`config.mk`:
```
export PLATFORM = sky130hd
export DESIGN_NAME = id_ex_stage
export DESIGN_NICKNAME = d
export VERILOG_FILES = /design/src/rtl/id_ex_stage.sv
export SDC_FILE = /design/constraint.sdc
export NUM_CORES = 1
export LEC_CHECK = 0
export BUFFER_PORTS_ARGS = -buffer_cell sky130_fd_sc_hd__buf_4
export CAP_MARGIN = 20
export CORE_MARGIN = 4
export CORE_UTILIZATION = 53
export CTS_CLUSTER_DIAMETER = 60
export CTS_CLUSTER_SIZE = 40
export DETAILED_ROUTE_END_ITERATION = 8
export PLACE_DENSITY = 0.8
export SYNTH_ARGS = -nofsm -noshare
export SYNTH_HDL_FRONTEND = slang
export SYNTH_SLANG_ARGS = --single-unit
```
`constraint.sdc`:
```
create_clock -name clk -period 9.3 [get_ports clk]
set_clock_uncertainty 0.1 [all_clocks]
set_input_delay 0.465 -clock clk [delete_from_list [all_inputs] [get_ports clk]]
set_output_delay 0.465 -clock clk [all_outputs]
set_load 0.03 [all_outputs]
```
`src/rtl/id_ex_stage.sv`:
```
// ID/EX stage: decodes ADD/SUB/ADDI (plus SH1ADD/SH2ADD/SH3ADD when ID_EX_ZBA_EN
// is defined) into ALU operands, buffered by a two-entry main+skid handshake.
module id_ex_stage #(
  parameter logic [3:0] RESET_ALU_OP = 4'b0000
) (
  input  logic        clk,
  input  logic        rst,
  input  logic        in_valid,
  output logic        in_ready,
  input  logic [31:0] in_instr,
  input  logic [63:0] in_rs1_val,
  input  logic [63:0] in_rs2_val,
  input  logic        flush,
  output logic        out_valid,
  input  logic        out_ready,
  output logic [63:0] out_a,
  output logic [63:0] out_b,
  output logic [3:0]  out_alu_op,
  output logic [4:0]  out_rd,
  output logic        out_illegal
);

  typedef enum logic [1:0] {EMPTY, ONE, TWO} state_t;

  typedef struct packed {
    logic [63:0] a;
    logic [63:0] b;
    logic [3:0]  op;
    logic [4:0]  rd;
    logic        illegal;
  } entry_t;

  localparam logic [3:0] OP_ADD = 4'b0000;
  localparam logic [3:0] OP_SUB = 4'b0001;
`ifdef ID_EX_ZBA_EN
  localparam logic [3:0] OP_SH1ADD = 4'b0010;
  localparam logic [3:0] OP_SH2ADD = 4'b0011;
  localparam logic [3:0] OP_SH3ADD = 4'b0100;
`endif

  localparam entry_t RESET_ENTRY = '{a: 64'd0, b: 64'd0, op: RESET_ALU_OP,
                                     rd: 5'd0, illegal: 1'b0};

  state_t state_q, state_d;
  entry_t main_q, main_d;
  entry_t skid_q, skid_d;
  entry_t dec;

  logic [6:0] opcode;
  logic [2:0] funct3;
  logic [6:0] funct7;
  logic       unused_rs1_field;
  logic       accept;
  logic       consume;

  assign opcode = in_instr[6:0];
  assign funct3 = in_instr[14:12];
  assign funct7 = in_instr[31:25];
  assign unused_rs1_field = ^in_instr[19:15];

  // Illegal slots keep rd but carry zero operands and the reset op code.
  always_comb begin
    dec         = '0;
    dec.op      = RESET_ALU_OP;
    dec.rd      = in_instr[11:7];
    dec.illegal = 1'b1;
    if (opcode == 7'b0110011 && funct3 == 3'b000 && funct7 == 7'b0000000) begin
      dec.a = in_rs1_val; dec.b = in_rs2_val; dec.op = OP_ADD; dec.illegal = 1'b0;
    end else if (opcode == 7'b0110011 && funct3 == 3'b000 && funct7 == 7'b0100000) begin
      dec.a = in_rs1_val; dec.b = in_rs2_val; dec.op = OP_SUB; dec.illegal = 1'b0;
`ifdef ID_EX_ZBA_EN
    end else if (opcode == 7'b0110011 && funct7 == 7'b0010000 &&
                 (funct3 == 3'b010 || funct3 == 3'b100 || funct3 == 3'b110)) begin
      dec.a       = in_rs2_val;
      dec.b       = in_rs1_val;
      dec.illegal = 1'b0;
      case (funct3)
        3'b010:  dec.op = OP_SH1ADD;
        3'b100:  dec.op = OP_SH2ADD;
        default: dec.op = OP_SH3ADD;
      endcase
`endif
    end else if (opcode == 7'b0010011 && funct3 == 3'b000) begin
      dec.a = in_rs1_val; dec.b = {{52{in_instr[31]}}, in_instr[31:20]};
      dec.op = OP_ADD; dec.illegal = 1'b0;
    end
  end

  assign in_ready  = (state_q != TWO);
  assign out_valid = (state_q != EMPTY);
  assign accept    = in_valid && in_ready;
  assign consume   = out_valid && out_ready;

  always_comb begin
    state_d = state_q;
    main_d  = main_q;
    skid_d  = skid_q;
    if (flush) begin
      state_d = EMPTY;
    end else begin
      case (state_q)
        EMPTY: if (accept) begin
          main_d  = dec;
          state_d = ONE;
        end
        ONE: begin
          if (accept && consume) begin
            main_d = dec;
          end else if (accept) begin
            skid_d  = dec;
            state_d = TWO;
          end else if (consume) begin
            state_d = EMPTY;
          end
        end
        TWO: if (consume) begin
          main_d  = skid_q;
          state_d = ONE;
        end
        default: state_d = EMPTY;
      endcase
    end
  end

  always_ff @(posedge clk or posedge rst) begin
    if (rst) begin
      state_q <= EMPTY;
      main_q  <= RESET_ENTRY;
      skid_q  <= RESET_ENTRY;
    end else begin
      state_q <= state_d;
      main_q  <= main_d;
      skid_q  <= skid_d;
    end
  end

  assign out_a       = main_q.a;
  assign out_b       = main_q.b;
  assign out_alu_op  = main_q.op;
  assign out_rd      = main_q.rd;
  assign out_illegal = main_q.illegal;

endmodule

```
Word-level counts from Yosys, hierarchy flattened. Index checks and enable logic that the tools add are counted.

Add/subtract/negate cells: 0. Multipliers: 0. Div/mod/pow operators: 0. Order comparisons: 0. Eq/ne operators: 13. Shift-type cells: 0. Multiplexer cells: 17. Bitwise gates (word level): 2. Reduce and logical (&&, ||, !) cells: 15.

Operator list (count): two-way mux 138 bit (3); case mux 138 bit (3 select lines) (1); two-way mux 132 bit (3); == test 7 x 6 -> 1 bit, second input constant (2); two-way mux 2 bit (6); inequality test 3 bit, second input constant (3); inequality test 2 bit, second input constant (4); AND reduction 4 bit (2); == test 7 x 5 -> 1 bit, second input constant (1); logical AND 1 bit (7); logical NOT 7 bit (1); case mux 2 bit (3 select lines) (1); AND reduction 5 bit (1); inequality test 4 bit, second input constant (1); logical NOT 3 bit (1); two-way mux 1 bit (3); nonzero test 3 bit (1); == test 2 x 1 -> 1 bit, second input constant (1); == test 2 bit, second input constant (1); logical NOT 2 bit (1); NOT 1 bit (2); nonzero test 2 bit (1).

Bits in registers: 278. Bits in latches: 0. RAM bits: 0. Memory bits (read-only): 0. Output and inout bits: 140. Word-level logic and storage cells: 58. Memories kept: 0.

Logic depth before layout (Yosys ltp).
Depth in word-level cells: 7. Mapped depth: 8. Mapped depth without buffers: 5.

Worst setup path before layout. No wires, ideal clock.

Path type: input port to flip-flop. Start point: input in_instr[2]. End point: register main_q, in the netlist out_b[2]. Library setup time: 0.087 ns. Arrival time: 1.879 ns. Setup slack: 7.234 ns. Cell stages on the path: 7. Path buffers: 2. Path through: or4_4 > nor3_2 > and3_1 > buf_4 > buf_4 > a22oi_1 > o211ai_1.

Word-level cells in the longest chain between the ends: 7. Elaborated cells between the ends (all ways): 12. Classes of those cells: eq/ne: 2; mux: 6; reduce/logical: 4.

RTL lines: from (decl) (RTL line 10) `input logic [31:0] in_instr,`; == test 7 x 5 -> 1 bit / == test 7 x 6 -> 1 bit (equally long branches) (RTL line 83, 67, 69); logical AND 1 bit (on tied branches) (RTL line 83, 67, 69); two-way mux 132 bit / logical AND 1 bit (equally long branches) (RTL line 83, 69); two-way mux 132 bit (RTL line 69) `end else if (opcode == 7'b0110011 && funct3 == 3'b000 && funct7 == 7'b0100000) begin`; two-way mux 132 bit * (RTL line 67) `if (opcode == 7'b0110011 && funct3 == 3'b000 && funct7 == 7'b0000000) begin`; two-way mux 138 bit (on tied branches) (RTL line 107, 102); case mux 138 bit (3 select lines) * (RTL line 101) `case (state_q)`; to (signal assigned) (RTL line 132) `main_q <= main_d;`; to (decl) (RTL line 45) `entry_t main_q, main_d;`.

Every way passes the cells marked *; elsewhere a longest branch is shown, timed or not. The select of a mux whose other input is x is not followed. A chain may end at the register's enable or synchronous reset.

Worst setup path after layout.
Start point: register state_q[1]. End point: register main_q, in the netlist out_b[48].

Word-level cells in the longest chain between the ends: 5. Elaborated cells between the ends (all ways): 14. Classes of those cells: eq/ne: 6; mux: 1; reduce/logical: 7.

RTL lines: from (decl) (RTL line 44) `state_t state_q, state_d;`; from (signal assigned) (RTL line 131) `state_q <= state_d;`; inequality test 2 bit / nonzero test 2 bit (equally long branches) (RTL line 89, 90); logical AND 1 bit (on tied branches) (RTL line 91, 92); logical AND 1 bit (RTL line 107) `if (accept && consume) begin`; inequality test 2 bit (no line); AND reduction 5 bit (no line).

Several ways; a longest one is shown, not always the timed one.

==> impl_results.md <==
- Worst path buffer plus inverter count: 1
- RSZ-0062 raised after global routing: false
- Flop pwr share: 51.0%
- Yosys cell types: 33
- Cells after Synth: 1,301
- Met3 global-route usage: around 7.4%
- Total GRT Usage: 26.50%
- Crit-path max FO: 78
- Antenna cells: 0
- Largest family of logic cells by synthesized area: compound AO/OA/AOI/OAI gates
- Register area share after synthesis: 58.58%
- Most frequent cell after synthesis: nand2_1
- Die X: 156.1 um
- Power density over the cells: 182.2 nW/um^2
- Via Count: 10.38k
- # DRC: 0
- Routability cong.: 0.7737
- Slowest cell on crit path: buf_4
- Fin. max-slew vios: 0
- GRT Max-Usage Layer: met2
- Clock tree from TritonCTS: yes
- Final core occ: around two thirds
- Switching pwr: 0.7349 mW
- Placed insts: 1,774
- Post-CTS Setup Inserts: 0
- Number of synthesized flops with an enable pin: 0
- # clock sinks: ~270
- Total gr overflow: 0
- Status: complete, no violations
- Worst Tran Pin Value: 1.106 ns
- First-pass GRT wire length: 53.07 mm
- Share of layout cells above drive strength 1: about a quarter
- Worst min path class: in2async
- Int Pwr: between 1.5 and 2 mW
- Clock share of power: a little over a third
- Yosys reg bits: 272
- Crit path max-delay family: compound AO/OA/AOI/OAI gates
- # rows: 53
- Fin. Hold Viols: 0
- Post-Synth XOR/XNOR Area: 0%
- Worst Setup Path Type: reg2reg
- Clock Tree Buf Depth: 3
- Cell leakage power: 6.571 nW
- Fin crit share: approximately 34%
- Drt total wl: 32.68 mm
- Fillers: 1,667
- Finished Layout Cells: 1,808
- Setup TNS: 0 ns
- Max-cap violations: 0
- Vias in the first global route: approximately 10k
- WL/cell: between 15 and 20 um
- Clock-pin slew on the worst setup and hold paths: 0.09 ns
- Endpoints failing setup: 0
- # IOs: 305
- Slew headroom: 26.26%
- TritonCTS Buffers: 19
- Core Box Area: 21,290 um^2
- Clk Latency, worst-skew pair: ~0.50 ns
- Drt pass-1 iters: 5
- Worst VDD drop: about 140 uV
- 1st-iter DRT viols: between 800 and 900
- WP data arrival: 3.48 ns
- Area leader, netlist: dfrtp_1
- Remaining antenna violation count: 0
- Largest cells by area after synthesis: dfrtp_1 59%, nand2_1 11%, a21oi_1 6.4%
- Syn Area/Cell: 8.932 um^2
- Post-DP HPWL: 20.27 mm
- # hold bufs at CTS: 0
- Most frequent cells after synthesis: 328 x nand2_1, 272 x dfrtp_1, 149 x a21oi_1
- CTS Root Cell: clkbuf_16
- Synth Cell Area: 11,620 um^2
- Final nets: 1,686
- Sw Share: between 20% and 30%
- Synth-to-layout area growth: 25.29%
- CP Launch Type: flop
- Maximum clock frequency: 317.0 MHz
- Pin count of the biggest net entering global routing: between 100 and 150
- Comb pwr share: between 10% and 20%
- Yosys warning count: 0
- Max incr delay on CP: 0.75 ns
- Ys async rst share: 100.0%
- Adder-cell share of the synthesized area: 0%
- Cell Chain, Critical Path: nor2b_1, and2_1, o21ba_4, buf_4, o21ai_0, o21ai_1
- Post-synthesis mux area share: less than 1%
- DR vias/cell: 5.739
- Die area: 24,360 um^2
- Simple-gate share of the synthesized area: 18.34%
- Compound-cell area share of the yosys netlist: 18.51%
- Die Ht: ~160 um
- Tmin final: ~3.2 ns
- Most used DFF post-synth: dfrtp_1
- M2 GR Usage: 44.20%
- Initial antenna violation count: 0
- CP Data Required Time: 9.62 ns
- PortBufs: approximately 300
- Yosys top cell area share: between 50% and 60%
- H-Tree Depth: 1
- CP endpoint kind: flop
- Met1 GRT Util: 35.14%
- Post-CTS Resized: 0
- Initial Util: a little over half
[routing by layer]
layer / routed length (um) / vias to the layer above
met5: 0 / -
met4: 530 / 0
met3: 3267 / 39
met2: 16060 / 403
met1: 12820 / 5064
li1: - / 4871
[logic make-up after synthesis]
family	Yosys count
AOI/OAI and AO/OA	389
buffers and inverters	116
DFF	272
muxes	1
other	1
and+or+nand+nor	522
[power groups by stage]
stage          combinational (mW)  sequential (mW)  clock, mW
2_1_floorplan               0.170             1.41          0
3_5_place_dp                0.374             1.37          0
6_report                    0.373             1.35      0.928
3_3_place_gp                0.365             1.37          0
5_1_grt                     0.416             1.37      0.994
4_1_cts                     0.376             1.35      0.949
[registers in the layout, summed over array words and instances (netlist names)]
| signal | count |
|---|---|
| skid_q | 135 |
| out_b | 64 |
| state_q | 2 |
| out_a | 64 |
| out_alu_op | 1 |
| out_illegal | 1 |
| out_rd | 5 |
[path summary, 6_finish.rpt]
path	start	to	slack, ns	cells past startpoint
max	state_q[1]$_DFFE_PP0P_	out_b[48]$_DFFE_PP0P_	6.15	6
min in group clk	flush	state_q[0]$_DFFE_PP0P_	0.05	2
max in group asynchronous	rst	out_a[55]$_DFFE_PP0P_	7.57	3
min	rst	skid_q[124]$_DFFE_PP0P_	0.01	2
max reg2reg	state_q[1]$_DFFE_PP0P_	out_b[48]$_DFFE_PP0P_	6.15	6
min reg2reg	skid_q[86]$_DFFE_PP0P_	skid_q[86]$_DFFE_PP0P_	0.37	2
[layout by cell type, fill, tap and decap left out, types with 11 or more instances in the layout]
| cell type | count |
|---|---|
| nand2_1 | 327 |
| o211ai_1 | 61 |
| a21oi_1 | 148 |
| clkbuf_16 | 19 |
| o21ai_1 | 50 |
| nand3_1 | 91 |
| o21ai_0 | 107 |
| buf_4 | 309 |
| nor2_1 | 90 |
| dfrtp_1 | 272 |
| a22oi_1 | 11 |
[metrics by stage]
stage,hold slack (ns),instance area [um^2],setup slack (ns),total power [mW]
floorplan,0.3391,11630,1.240,1.584
global placement,0.3501,13860,5.899,1.734
detailed placement,0.3560,13860,5.853,1.749
CTS,0.02981,14530,6.170,2.676
global route,0.03795,14560,5.898,2.777
finish,0.01423,14560,6.146,2.653
[layout make-up]
| class | count | area (um^2) | share of cell area (%) |
|---|---|---|---|
| sequential | 272 | 6807 | 46.75 |
| timing repair buffer | 310 | 2347 | 16.12 |
| clock inverter | 13 | 196.4 | 1.349 |
| clock buffer | 20 | 479.2 | 3.292 |
| tap | 275 | 344.1 | 2.363 |
| multi-input combinational | 915 | 4367 | 29.99 |
| inverter | 3 | 18.77 | 0.1289 |
Note: power is estimated with default switching activity, not from simulation.
